## src/rtl/hash_msg_feeder.sv

```systemverilog
// hash_msg_feeder: buffers message bytes and feeds them to the hash core with start/End_Of_File framing
module hash_msg_feeder #(
  parameter int DEPTH = 8,
  parameter int LEN_W = 16
) (
  input  logic             clk,
  input  logic             rst_n,
  input  logic             in_valid,
  input  logic [7:0]       in_data,
  input  logic             in_last,
  input  logic             in_empty,
  output logic             in_ready,
  output logic             start,
  output logic             F_dr,
  output logic [7:0]       M_out,
  input  logic             F_rtr,
  output logic             End_Of_File,
  input  logic             H_ready,
  output logic [LEN_W-1:0] msg_len,
  output logic             len_ovf
);
  localparam int AW = $clog2(DEPTH);
  typedef enum logic [1:0] {IDLE, ACTIVE, EOF_WAIT} state_t;
  state_t state;
  logic [9:0] mem [DEPTH];
  logic [AW-1:0] wr_ptr, rd_ptr;
  logic [AW:0] count;
  logic [LEN_W-1:0] byte_cnt, cnt_inc;
  logic ovf, ovf_inc, fifo_empty, push, pop, data_pop, mark_pop;
  assign fifo_empty = count == '0;
  assign in_ready = count != (AW+1)'(DEPTH);
  assign push = in_valid & in_ready;
  assign M_out = fifo_empty ? 8'h00 : mem[rd_ptr][7:0];
  assign F_dr = state == ACTIVE & !fifo_empty & !mem[rd_ptr][9];
  assign data_pop = F_dr & F_rtr;
  // zero-length markers are consumed here; the core never sees them
  assign mark_pop = state == ACTIVE & !fifo_empty & mem[rd_ptr][9];
  assign pop = data_pop | mark_pop;
  assign cnt_inc = &byte_cnt ? byte_cnt : byte_cnt + 1'b1;
  assign ovf_inc = ovf | &byte_cnt;
  always_ff @(posedge clk)
    if (push) mem[wr_ptr] <= {in_empty, in_last | in_empty, in_empty ? 8'h00 : in_data};
  always_ff @(posedge clk or negedge rst_n)
    if (!rst_n) begin
      wr_ptr <= '0;
      rd_ptr <= '0;
      count <= '0;
    end else begin
      wr_ptr <= push ? wr_ptr + 1'b1 : wr_ptr;
      rd_ptr <= pop ? rd_ptr + 1'b1 : rd_ptr;
      count <= count + (AW+1)'(push) - (AW+1)'(pop);
    end
  always_ff @(posedge clk or negedge rst_n)
    if (!rst_n) begin
      state <= IDLE;
      start <= 1'b0;
      End_Of_File <= 1'b0;
      byte_cnt <= '0;
      ovf <= 1'b0;
      msg_len <= '0;
      len_ovf <= 1'b0;
    end else begin
      start <= 1'b0;
      case (state)
        IDLE: if (!fifo_empty) begin
          state <= ACTIVE;
          start <= 1'b1;
          byte_cnt <= '0;
          ovf <= 1'b0;
        end
        ACTIVE: if (mark_pop) begin
          state <= EOF_WAIT;
          End_Of_File <= 1'b1;
          msg_len <= '0;
          len_ovf <= 1'b0;
        end else if (data_pop) begin
          byte_cnt <= cnt_inc;
          ovf <= ovf_inc;
          if (mem[rd_ptr][8]) begin
            state <= EOF_WAIT;
            End_Of_File <= 1'b1;
            msg_len <= cnt_inc;
            len_ovf <= ovf_inc;
          end
        end
        EOF_WAIT: if (H_ready) begin
          state <= IDLE;
          End_Of_File <= 1'b0;
        end
        default: state <= IDLE;
      endcase
    end
endmodule

```

## config.mk

```make
export PLATFORM = sky130hd
export DESIGN_NAME = hash_msg_feeder
export DESIGN_NICKNAME = d
export VERILOG_FILES = /design/src/rtl/hash_msg_feeder.sv
export SDC_FILE = /design/constraint.sdc
export NUM_CORES = 1
export LEC_CHECK = 0
export ABC_AREA = 1
export CAP_MARGIN = 20
export CORE_MARGIN = 1
export CORE_UTILIZATION = 40
export CTS_CLUSTER_SIZE = 10
export DETAILED_ROUTE_END_ITERATION = 8
export PLACE_DENSITY = 0.63
export SLEW_MARGIN = 20
export SYNTH_ARGS = -nofsm -noshare
export SYNTH_HDL_FRONTEND = slang
export SYNTH_SLANG_ARGS = --single-unit
```

## constraint.sdc

```tcl
create_clock -name clk -period 2.23 [get_ports clk]
set_input_delay 0.446 -clock clk [delete_from_list [all_inputs] [get_ports clk]]
set_output_delay 0.446 -clock clk [all_outputs]
set_load 0.05 [all_outputs]
```

# ---- Yosys cells after proc, flatten, opt, wreduce, memory -nomap -nowiden
# Memory sizes are Yosys's and may differ from the RTL's.
# Index checks and enable logic that the tools add are counted.
dict set report op_classes {
  addsub 5
  eq_ne 9
  n_reduce_logical 13
  n_mux 32
  bitwise 8
}
# operator count
set ops {}
lappend ops {{16-bit two-way mux} 7}
lappend ops {{16-bit one-hot mux with 2 select lines} 1}
lappend ops {{16-bit by 1-bit adder with 16-bit output (second input constant)} 1}
lappend ops {{8-bit two-way mux} 2}
lappend ops {{16-bit AND reduction} 1}
lappend ops {{1-bit two-way mux} 14}
lappend ops {{4-bit AND reduction} 3}
lappend ops {{2-bit two-way mux} 5}
lappend ops {{2-bit inequality test (second input constant)} 4}
lappend ops {{2-bit nonzero test} 4}
lappend ops {{3-bit by 1-bit adder with 3-bit output (second input constant)} 2}
lappend ops {{3-bit inequality test (second input constant)} 2}
lappend ops {{2-bit one-hot mux with 3 select lines} 1}
lappend ops {{1-bit AND} 5}
lappend ops {{4-bit by 1-bit adder with 4-bit output} 1}
lappend ops {{4-bit logical NOT} 1}
lappend ops {{4-bit inequality test (second input constant)} 1}
lappend ops {{1-bit one-hot mux with 2 select lines} 2}
lappend ops {{4-bit by 1-bit subtractor with 4-bit output} 1}
lappend ops {{1-bit OR} 3}
lappend ops {{3-bit AND reduction} 1}
lappend ops {{2-bit by 1-bit == test with 1-bit output (second input constant)} 1}
lappend ops {{2-bit == test (second input constant)} 1}
lappend ops {{1-bit logical NOT} 2}
lappend ops {{2-bit logical NOT} 1}
dict set report word_totals {
  register_bits 48
  memories 1
  elab_cells 78
  output_inout_bits 29
  inputBits 15
  ram_bits 80
}
# memory words width read_ports rd_ports_with_merged_regs wr line
set memory_table {}
lappend memory_table {mem 8 10 1 0 1 25} ;# logic [9:0] mem [DEPTH];

# ---- Depth between registers and ports, before layout
# Gate-level depths: netlist (run 1).
dict set report logic_depth {
  ltp_word 8
  depth_mapped 14
  mapped_depth_nobuf 12
}

# ---- Worst setup path after synthesis (run 1)
# OpenSTA, ideal clock, no wires.
dict set report synth_timing {
  path_kind {flip-flop to output port}
  startpoint {register rd_ptr[1]}
  endpoint {output M_out[6]}
  path_slack_ns -0.246
  path_stages_with_launch 8
  arrival_time_ns 2.030
  n_path_buf 2
  required_time_ns 1.784
  path_cell_list {dfrtp_1 inv_1 buf_2 clkbuf_1 o21ai_0 o22ai_1 o21ai_0 a31oi_1}
}
dict set report synth_between {
  elab_chain_len 2
}
# element line
set synth_lines {}
lappend synth_lines {{start, declared} 26} ;# logic [AW-1:0] wr_ptr, rd_ptr;
lappend synth_lines {{start signal, assigned} 50} ;# rd_ptr <= pop ? rd_ptr + 1'b1 : rd_ptr;
lappend synth_lines {{memory read 8 x 10 bit} n/a}
lappend synth_lines {{8-bit two-way mux} 33} ;# assign M_out = fifo_empty ? 8'h00 : mem[rd_ptr][7:0];
lappend synth_lines {{end, declared} 15} ;# output logic [7:0] M_out,
# No other way between the ends.

# ---- Worst setup path after layout (run 1)
dict set report layout_timing {
  startpoint {register count[3]}
  endpoint {output M_out[3]}
}
dict set report layout_between {
  elab_chain_len 2
}
# element line
set layout_lines {}
lappend layout_lines {{start, declared} 27} ;# logic [AW:0] count;
lappend layout_lines {{start signal, assigned} 51} ;# count <= count + (AW+1)'(push) - (AW+1)'(pop);
lappend layout_lines {{4-bit logical NOT} 30} ;# assign fifo_empty = count == '0;
lappend layout_lines {{8-bit two-way mux} 33}
# No other way between the ends.

==> results.txt, run 1 <==
The run finished, with violations left. The checks that failed: setup timing. The standard-cell row count is 43. The pre-antenna-repair detailed-routing pass consisted of 5 iterations. Power spread over the standard cell area amounts to 1370 mW/mm^2. The number of inserted diodes is 0. The chip width came out at 122 microns.

The most critical setup path has its startpoint at count[3]$_DFF_PN0_. The fraction of the core area covered by cells at the end of the flow came out at 0.529. The critical register-to-register path startpoint is count[3]$_DFF_PN0_.

The count of cell types in the netlist came out at 32. Port buffering added 43 buffers. The number of nets at the end of the flow is 693. The total congestion overflow came out at 0. The post-synthesis cell area came out at 0.00572 sq mm. The first global-routing pass estimated 21.2 mm of wire.

Total power for the finished layout comes to 10100 uW. The placer congestion estimate is 0.860. The number of enable flip-flop cells after synthesis came out at 80.

The signed area change from the synthesized netlist to the final layout came out at 28.7%. In this run the tightest slew margin relative to its limit is 0.661. Counting instances in the post-synthesis netlist gives the leading cell types as sky130_fd_sc_hd__nand2_1 (181), sky130_fd_sc_hd__nor2_1 (85), sky130_fd_sc_hd__edfxtp_1 (80), sky130_fd_sc_hd__dfrtp_1 (48), sky130_fd_sc_hd__inv_1 (47). The path class of the tightest hold or removal check is reg -> reg. The final period demand of the worst path came out at 2.34 ns. The worst clock skew is between 0.008 and 0.009 ns. The largest total area in the synthesized netlist belongs to sky130_fd_sc_hd__edfxtp_1.

The leakage dissipation is 0.00321 uW. The actual transition at the worst max-transition pin is 0.508 ns. The number of violations reported at the end of detailed-routing iteration 0 came out at 317.

The largest net degree at the start of global routing came out at 30. The highest fanout seen on the critical path is 4. The number of max-cap violations is 0. The floorplan step set the die height to 122 microns. The async set or reset register ratio after synthesis is 0.375. The count of pins over their slew limit is 0.

In the global route stage, overall resource usage came out at 0.191. By area the synthesized netlist is led by sky130_fd_sc_hd__edfxtp_1 (42%), sky130_fd_sc_hd__dfrtp_1 (21%), sky130_fd_sc_hd__nand2_1 (12%). The TritonCTS clock tree is done. The gate count of the mapped netlist came out at 587. The number of buffers between clock root and the deepest sink is 2. The remaining number of nets flagged by the antenna check after routing came out at 0. The flop and latch count out of synthesis is 128.

The initial antenna violation count is 0. The total number of clock tree sinks came out at 128. The tree is rooted in a sky130_fd_sc_hd__clkbuf_16. After clock tree synthesis, the clock-pin slew on the worst setup and hold paths is 0.05 ns. The share of post-route cells with drive strength above 1 came out at 0.182. The HPWL after detailed placement came out at 7.97 mm.

After detailed routing, the number of remaining DRC violations is 0. The routed layout has 4262 vias. In the routed layout, each cell is associated on average with a via count of around 5.0. The number of buffers created by CTS came out at 17. The worst setup path is captured at an output port. The initial utilization of the core area, before any placement, comes to 0.411. The synthesis warning total is 0. The worst setup timing slack at the placement stage came out at -0.0800 ns. The worst ir drop on vdd came out at 0.000713 V. The H-tree generated during clock tree synthesis spans 4 levels. The via count of the first global-routing pass is 4326.

The startpoint identified for the worst hold timing path is ovf$_DFFE_PN0P_. Setup repair after global routing could not meet its margin everywhere. The data required time of the worst path came out at approximately 1.8 ns. The minimum setup slack in the final design came out at -0.108 ns. The fraction of the yosys area taken by sequential cells is 0.630. STA classifies the critical path startpoint as a flip-flop. The most common cell in the synthesized netlist is sky130_fd_sc_hd__nand2_1. The average wire per cell in the routed design is 15.0 microns. The average footprint of a synthesized cell came out at approximately 9.8 sq um. The aggregate routed wire length is around 13 mm. The number of hold violations in the final report came out at 0. Based on the critical path, the design can be clocked at up to 428 MHz. The core region is 0.0139 sq mm. The final cycle utilization of the critical path came out at 1.05. The top-area cell type share of the netlist area is 0.420. The die footprint is approximately 0.015 sq mm. The endpoint arrival time on the critical path is 1.89 ns. The setup violation total in the final timing report is 11. The net count of the mapped netlist is about 610. For this design the top-level I/O count stands at 44. Among all flip-flop cells after synthesis, the most frequent one is sky130_fd_sc_hd__edfxtp_1. The later-pin clock latency in the skew report is 0.42 ns. The setup path with the least slack is of type reg -> out.
-- worst max-delay path: stages (launching register included) --
cell and delay [ns]:
sky130_fd_sc_hd__dfrtp_1 0.39, sky130_fd_sc_hd__inv_2 0.07, sky130_fd_sc_hd__ha_4 0.12, sky130_fd_sc_hd__nor3b_4 0.30, sky130_fd_sc_hd__clkinvlp_4 0.25, sky130_fd_sc_hd__o21ai_2 0.10
sky130_fd_sc_hd__a31oi_2 0.06, sky130_fd_sc_hd__buf_6 0.18
-- layout make-up --
| type | count | area [sq um] |
|---|---|---|
| Multi-Input combinational cell | 390 | 1970 |
| Sequential cell | 128 | 3610 |
| Clock buffer | 19 | 433 |
| Tap cell | 180 | 225 |
| Inverter | 51 | 194 |
| Clock inverter | 13 | 114 |
| Timing Repair Buffer | 79 | 812 |
| Fill cell | 1201 | 6570 |
| Timing Repair inverter | 1 | 7.51 |
-- registers in the layout (all words and copies together), names as in the netlist --
| register | count |
|---|---|
| state | 2 |
| ovf | 1 |
| msg_len | 16 |
| rd_ptr | 3 |
| wr_ptr | 3 |
| len_ovf | 1 |
| count | 4 |
| byte_cnt | 16 |
| start | 1 |
| End_Of_File | 1 |
| mem | 80 |
-- final timing paths --
path	slack (ns)	depth (start not counted)	end
max	-0.11	7	M_out[3]
min	0.47	2	ovf$_DFFE_PN0P_
max reg2reg	-0.05	11	count[2]$_DFF_PN0_
min reg2reg	0.47	2	ovf$_DFFE_PN0P_
max in group asynchronous	1.16	3	wr_ptr[0]$_DFFE_PN0P_
min in group asynchronous	0.53	2	msg_len[0]$_DFFE_PN0P_
-- placed cells by master (no fill, tap or decap), types with 3 or more instances in the layout --
cell type,count
sky130_fd_sc_hd__clkinvlp_4,5
sky130_fd_sc_hd__buf_8,3
sky130_fd_sc_hd__o21ai_0,42
sky130_fd_sc_hd__nor2_2,5
sky130_fd_sc_hd__ha_1,6
sky130_fd_sc_hd__nand4_1,4
sky130_fd_sc_hd__nor2_1,80
sky130_fd_sc_hd__nand2_4,3
sky130_fd_sc_hd__inv_1,39
sky130_fd_sc_hd__buf_6,11
sky130_fd_sc_hd__o21ai_2,3
sky130_fd_sc_hd__inv_2,10
sky130_fd_sc_hd__clkbuf_16,17
sky130_fd_sc_hd__buf_4,26
sky130_fd_sc_hd__xor2_1,10
sky130_fd_sc_hd__or2_2,3
sky130_fd_sc_hd__xnor2_1,4
sky130_fd_sc_hd__ha_4,3
sky130_fd_sc_hd__nand3_1,12
sky130_fd_sc_hd__o22ai_1,8
sky130_fd_sc_hd__nand2_1,179
sky130_fd_sc_hd__a31oi_2,8
sky130_fd_sc_hd__clkdlybuf4s50_1,32
sky130_fd_sc_hd__clkinv_2,3
sky130_fd_sc_hd__nor3_1,3
sky130_fd_sc_hd__dfrtp_1,46
sky130_fd_sc_hd__buf_12,4
sky130_fd_sc_hd__nand2_2,5
sky130_fd_sc_hd__edfxtp_1,80
-- per-layer routing --
metal / share of wire / up-vias / GRT usage
met5: 0 / - / 0
met4: 0.021 / 0 / 0.0795
met3: 0.038 / 23 / 0.0463
met1: 0.45 / 2043 / 0.239
li1: - / 2091 / -
met2: 0.49 / 105 / 0.318
-- where the power goes --
| part | switching (uW) | internal [uW] |
|---|---|---|
| Sequential | 206 | 2930 |
| Clock | 1020 | 1530 |
| Combinational | 2770 | 1660 |
-- cell families (layout without fill, tap and decap cells) --
| kind of cell | count (synthesis) | in the layout | share of synthesized area |
|---|---|---|---|
| XOR/XNOR | 14 | 14 | 0.0214 |
| adder cells (fa/ha/maj) | 10 | 10 | 0.0232 |
| buffers and inverters | 71 | 163 | 0.0533 |
| AO/OA/AOI/OAI | 68 | 68 | 0.0671 |
| AND/OR/NAND/NOR | 296 | 298 | 0.205 |
| flip-flops | 128 | 128 | 0.630 |
-- metrics by stage --
stage	std cells	area [sq um]	setup TNS [ns]	hold slack, ns
5_1_grt	861	7360	-3.74	0.500
4_1_cts	856	7250	-0.939	0.473
3_5_place_dp	814	6490	-0.160	0.446
2_1_floorplan	587	5780	0	0.150
6_report	861	7360	-0.868	0.466
3_3_place_gp	814	6490	-0.0779	0.439
-- what timing repair did --
action,4_1_cts,5_1_grt
setup endpoints to repair,10,34
pin swaps,1,1
cloned,2,2
gates resized for setup,37,22
hold buffers,1,0
hold endpoints to repair,9,0
buffers inserted,7,3
Note: power is estimated with default switching activity, not from simulation.
==> inputs of run 2 (changes only) <==
- ABC_CLOCK_PERIOD_IN_PS: default -> 2230
==> results of run 2 <==
The final DEF is identical to that of run 1; final timing and power are the same.
==> inputs of run 3 (changes only) <==
- ABC_CLOCK_PERIOD_IN_PS: 2230 -> default
- SETUP_SLACK_MARGIN: default -> 0.4
==> run 3 against run 2 <==
  * The run still ends with setup timing left
  * Clock power is 6% higher
  * Utilization up 3.2 points
  * Sequential share of layout area is 2.8 points lower
  * Global-route usage up 0.37 points
  * Routed wire length up 6.4%
  * First-iteration DRC count is 5.0% lower
  * Design area increased by 6.0%
  * Die area unchanged
  * Combinational power up 23%
  * Critical path depth shrank 2
  * Clock skew down 0.0010 ns
==> results.txt, run 3 (same netlist as run 1, synthesis figures left out) <==
The initial antenna violation count came out at 0. The proportion of power drawn by flip-flops and latches came out at 0.279. After detailed routing, the number of remaining DRC violations is 0. No sink is reached through more buffers than the 2 on the longest clock path. The aggregate routed wire length is 13.7 mm. The share of post-route cells with drive strength above 1 is 0.224. The initial core utilization is 0.411.

The die footprint is 0.0148 sq mm. The run finished, with violations left. The data required time of the worst path is roughly 1.8 ns. The highest fanout seen on the critical path came out at 18. At the end of the flow the core is filled with cells to 0.560. The endpoint identified for the worst register-to-register timing path is count[1]$_DFF_PN0_. The largest registers in the layout are mem x80, byte_cnt x16, msg_len x16. The number of hold violations in the final report came out at 0. The min-delay analysis places its worst path in the category in -> async. The tree is rooted in a sky130_fd_sc_hd__clkbuf_16. The slack of the worst reg-to-reg path came out at -0.09 ns. The critical register-to-register path startpoint is rd_ptr[0]$_DFFE_PN0P_.

IR analysis of the VDD net gives a maximum drop of 0.000894 V. The normalized max-slew margin came out at 0.629. The maximum operating frequency is roughly 420 MHz.

For this design the total switching power over the nets is ~4600 uW. The chip width came out at between 100 and 150 microns. The first global-routing pass estimated 21.7 mm of wire. The number of buffers created by CTS came out at 17.

At the end of routability-driven placement, the weighted congestion stood at 0.824. The wire-length estimate of the detail-placed layout is 8.10 mm. Dividing the detail-routed via count by the number of cells gives 5.05. For this run, the total global-route usage over all layers was measured as 0.195. The post-route cell area is 0.00781 sq mm. The category of the worst setup path launch point is a flip-flop. The average wire per cell in the routed design is approximately 16 microns. The delay of the slowest cell on the worst path is 0.45 ns. The count of input and output buffers is between 40 and 50. The remaining number of nets flagged by the antenna check after routing came out at 0. Cell internal power was estimated by the tool at 6660 uW. The area inside the core boundary is 0.0139 sq mm.

mem holds more flip-flops than any other register. The later-pin clock latency in the skew report is 0.42 ns. The power per unit of standard cell area is 1450 mW/mm^2. On the final layout, the worst clock skew is 0.00752 ns. The standard-cell row count came out at between 40 and 50. In this run the cell area measured after placement is 0.00674 sq mm. Setup violations remaining at the end of the flow were counted as 11. Of the total power, the share spent switching nets is 0.410. The library cell used most frequently in the layout, excluding fill and tap cells, is sky130_fd_sc_hd__nand2_1. The TritonCTS clock tree is done.

The via count of the first global-routing pass was 4371. The deepest level of the CTS H-tree is 4. The logic gate share of total power came out at 0.481. The I/O pin count came out at 44.

The signed area change from the synthesized netlist to the final layout came out at 36.4%. STA classifies the critical path endpoint as an output port. The number of iterations in the first detailed-routing pass is 4. The overall via count from detail_route came out at approximately 4.4k. The share of power burned in the clock network is 0.240. CTS saw 128 sinks. By startpoint and endpoint, the worst setup path is classified as reg -> out. Measured along the y axis, the die boundary spans 122 microns. The number of violations reported at the end of detailed-routing iteration 0 is 301. The actual transition at the worst max-transition pin is 0.557 ns.

The flip-flop count of the largest register, all copies and words added came out at 80. The leakage dissipation came out at about 0.0034 uW. The final period demand of the worst path is 2.36 ns. Entering global routing, the biggest net connects 36 pins. The number of max-cap violations came out at 0.

The final reports fail on setup timing. The number of inserted diodes is 0. The critical path goes through clkinv_4, bufbuf_16, o21ai_0, a31oi_4, buf_6. The number of cells on the worst reg-to-reg path came out at 11. The final instance count without filler cells came out at 863. Setup repair after global routing could not meet its margin everywhere. The worst slack on hold paths came out at 0.0157 ns. The total congestion overflow came out at 0. The number of nets at the end of the flow came out at ~700.

The final cycle utilization of the critical path is 1.06. The minimum setup slack in the final design came out at -0.130 ns. The count of filler cells inserted in the layout came out at 1163. The clock transition at the registers of the reported paths came out at 0.06 ns. In the layout the commonest cells are sky130_fd_sc_hd__nand2_1 (170), sky130_fd_sc_hd__edfxtp_1 (80), sky130_fd_sc_hd__nor2_1 (75). The count of pins over their slew limit is 0. The worst setup timing slack at the placement stage is 0.00276 ns.

The cell total after placement is 813. The slowest stage of the critical path belongs to the cell sky130_fd_sc_hd__dfrtp_2. The endpoint arrival time on the critical path is 1.91 ns.
## run 3: metrics by stage
step | total power, uW | setup TNS (ns)
final | 11300 | -0.929
after global routing | 11900 | -1.95
after CTS | 10500 | -1.40
after detailed placement | 7300 | 0
after global placement | 7160 | 0
after floorplan | 6220 | 0
## run 3: worst max-delay path by stage
| stage | endpoint | from | slack, ns |
|---|---|---|---|
| after floorplan | M_out[6] | rd_ptr[1]$_DFFE_PN0P_ | 0.14 |
| after global placement | count[2]$_DFF_PN0_ | F_rtr | 0.06 |
| after detailed placement | count[2]$_DFF_PN0_ | F_rtr | 0.003 |
| after CTS | M_out[6] | count[3]$_DFF_PN0_ | -0.18 |
| after global routing | M_out[2] | rd_ptr[0]$_DFFE_PN0P_ | -0.20 |
| final | M_out[2] | rd_ptr[0]$_DFFE_PN0P_ | -0.13 |
## run 3: critical path, delay by kind of cell (launching register included)
kind	cells	cell delay, ns
flops	1	0.45
compound gates	2	0.43
buf+inv	3	0.61
## run 3: power by group through the flow
| stage | clock [uW] | sequential [uW] | combinational (uW) |
|---|---|---|---|
| 3_5_place_dp | 0 | 3160 | 4140 |
| 4_1_cts | 2750 | 3130 | 4640 |
| 5_1_grt | 2860 | 3180 | 5820 |
| 2_1_floorplan | 0 | 3210 | 3010 |
| 6_report | 2710 | 3140 | 5430 |
| 3_3_place_gp | 0 | 3140 | 4020 |
## run 3: final cells by class
type,count,area (sq um),area share
Sequential cell,128,3610,0.462
Multi-Input combinational cell,392,2260,0.289
Timing Repair Buffer,79,916,0.117
Clock buffer,17,425,0.0545
Tap cell,180,225,0.0289
Inverter,51,210,0.0269
Clock inverter,15,160,0.0205
Timing Repair inverter,1,7.51,0.000962
## run 3: metal layers
layer / global-route usage / up-vias / wire (microns)
li1: - / 2103 / -
met1: 0.246 / 2129 / 5980
met2: 0.320 / 103 / 6850
met3: 0.0501 / 26 / 622
met4: 0.0787 / 0 / 269
met5: 0 / - / 0
## run 3: timing repair
item / 4_1_cts / 5_1_grt
resized for setup: 59 / 64
pin swaps: 2 / 8
endpoints found under the setup margin: 88 / 117
hold buffers: 0 / 0
setup buffers: 3 / 8
gates cloned: 4 / 3
==> patch: new RTL, settings of run 2 <==
Change the parameter `LEN_W` from 16 to 32.
--- a/src/rtl/hash_msg_feeder.sv
+++ b/src/rtl/hash_msg_feeder.sv
@@ -1,7 +1,7 @@
 // hash_msg_feeder: buffers message bytes and feeds them to the hash core with start/End_Of_File framing
 module hash_msg_feeder #(
   parameter int DEPTH = 8,
-  parameter int LEN_W = 16
+  parameter int LEN_W = 32
 ) (
   input  logic             clk,
   input  logic             rst_n,
Interface: changed (resized msg_len); port bits go from 44 to 60. The function was not compared with the original's and may differ.
==> patch against run 2 <==
The flow still finishes with violations (setup timing); via count is 35% higher; critical path depth stayed put; cell area is 29% higher; wire length is 34% higher; sequential cell count is 32 higher; highest routed layer unchanged; synthesized area is 33% higher; total power is 12% higher; setup slack better by 0.039 ns.
==> patch: results (changes against run 2) <==
| Metric | Value |
|---|---|
| Run status | `finished with violations (unchanged)` |
| Failing checks | `setup timing (unchanged)` |
| Synthesized net count | `872 (was 612)` |
| Clock Skews | `0.0155 ns (was 0.00855 ns)` |
| Resize count post-CTS | `30 (was 37)` |
| Final worst-path setup slack | `-0.0688 ns (was -0.108 ns)` |
| Fillers | `1722 (was 1201)` |
| Min-delay src | `msg_len[20] (was ovf)` |
| Grt met3 use | `0.0427 (was 0.0463)` |
| Clock-pin slew on the worst setup and hold paths | `0.07 ns (was 0.05 ns)` |
| Setup TNS Final | `-0.281 ns (was -0.868 ns)` |
| Largest regs | `mem x80, byte_cnt x32, msg_len x32 (was mem x80, byte_cnt x16, msg_len x16)` |
| Critical Path Max Stage Delay | `0.48 ns (was 0.39 ns)` |
| Commonest cells in the netlist | `328 x nand2_1, 109 x nor2_1, 80 x dfrtp_1, 80 x edfxtp_1, 56 x inv_1 (was 181 x nand2_1, 85 x nor2_1, 80 x edfxtp_1)` |
| Vias in the first global route | `5595 (was 4326)` |
| Main area contributors after synthesis | `edfxtp_1 32%, dfrtp_1 26%, nand2_1 16% (was edfxtp_1 42%, dfrtp_1 21%, nand2_1 12%)` |
| Largest net degree at the start of global routing | `48 (was 30)` |
| DP Worst Slack | `-0.0247 ns (was -0.0800 ns)` |
| Global-route wire length before repair | `28400 um (was 21200 um)` |
| Worst-path fanout max | `24 (was 4)` |
| CP arrival | `1.85 ns (was 1.89 ns)` |
| GPL Wtd Cong | `0.867 (was 0.860)` |
| Post-synth ARST share | `0.500 (was 0.375)` |
| Iteration-0 DRC Markers | `395 (was 317)` |
| WL final | `17300 um (was 12900 um)` |
| WL met2 | `7500 um (was 6350 um)` |
| Met2 Resource Use GR | `0.274 (was 0.318)` |
| Non-Filler Instances | `1198 (was 861)` |
| Final nets | `976 (was 693)` |
| Sw Ratio | `0.410 (was 0.396)` |
| Gr usage total | `0.187 (was 0.191)` |
| HPWL after DPL | `11600 um (was 7970 um)` |
| Post-synth cell types | `33 (was 32)` |
| M1 WL | `8720 um (was 5780 um)` |
| RR Startpoint | `rd_ptr[0] (was count[3])` |
| Leakage dissipation | `4.29 nW (was 3.21 nW)` |
| Via count | `5771 (was 4262)` |
| Layout cells sized above 1 | `0.157 (was 0.182)` |
| Number of warnings issued by yosys | `0 (unchanged)` |
| Setup-failing EPs final | `8 (was 11)` |
| Placed inst area | `0.00871 mm2 (was 0.00649 mm2)` |
| Global routing usage on met1 | `0.275 (was 0.239)` |
| Slowest cell on the critical path | `dfrtp_2 (was dfrtp_1)` |
| Sequential element share of the synthesized area | `0.580 (was 0.630)` |
| Later-pin clock latency in the skew report | `0.45 ns (was 0.42 ns)` |
| Post-CTS setup buffers | `4 (was 7)` |
-- patch: cell types whose count changed after synthesis, sizes merged, moves of 8 or more --
cell,change
nor3,+10
dfrtp,+32
nand3,+8
a31oi,-8
xor2,+9
nor2,+27
nand2,+148
o22ai,+8
inv,+8
-- patch: cell families after synthesis --
| group | Yosys count | synth area share |
|---|---|---|
| fa+ha+maj | 10 | 0.0175 |
| flops | 160 | 0.580 |
| xor+xnor | 30 | 0.0346 |
| buf+inv | 90 | 0.0582 |
| simple gates | 490 | 0.261 |
| compound gates | 67 | 0.0486 |
-- patch: final cells by class --
cell class	instances	area, um2	area share
Clock buffer	17	425	0.0448
Clock inverter	15	164	0.0173
Inverter	59	228	0.0240
Multi-Input combinational cell	598	2880	0.303
Sequential cell	160	4410	0.464
Tap cell	234	293	0.0308
Timing Repair Buffer	115	1100	0.116
-- patch: power by group through the flow --
stage / combinational (W) / clock, W / sequential (W)
2_1_floorplan: 0.00308 / 0 / 0.00378
3_3_place_gp: 0.00418 / 0 / 0.00374
3_5_place_dp: 0.00421 / 0 / 0.00374
4_1_cts: 0.00446 / 0.00293 / 0.00369
5_1_grt: 0.00520 / 0.00305 / 0.00374
6_report: 0.00475 / 0.00289 / 0.00370
-- patch: path summary, 6_finish.rpt --
| kind | to | slack, ns | cells after the start |
|---|---|---|---|
| setup / recovery | M_out[2] | -0.07 | 7 |
| hold / removal | msg_len[20] | 0.48 | 2 |
| setup reg to reg | count[1] | -0.02 | 13 |
| hold reg to reg | msg_len[20] | 0.48 | 2 |
| max in group asynchronous | msg_len[10] | 1.11 | 3 |
| min in group asynchronous | start | 0.50 | 2 |
-- patch: tightest hold or removal path: cells and delay by family (launching register included) --
family	cells	cell delay (ns)
flops	1	0.34
simple gates	2	0.10
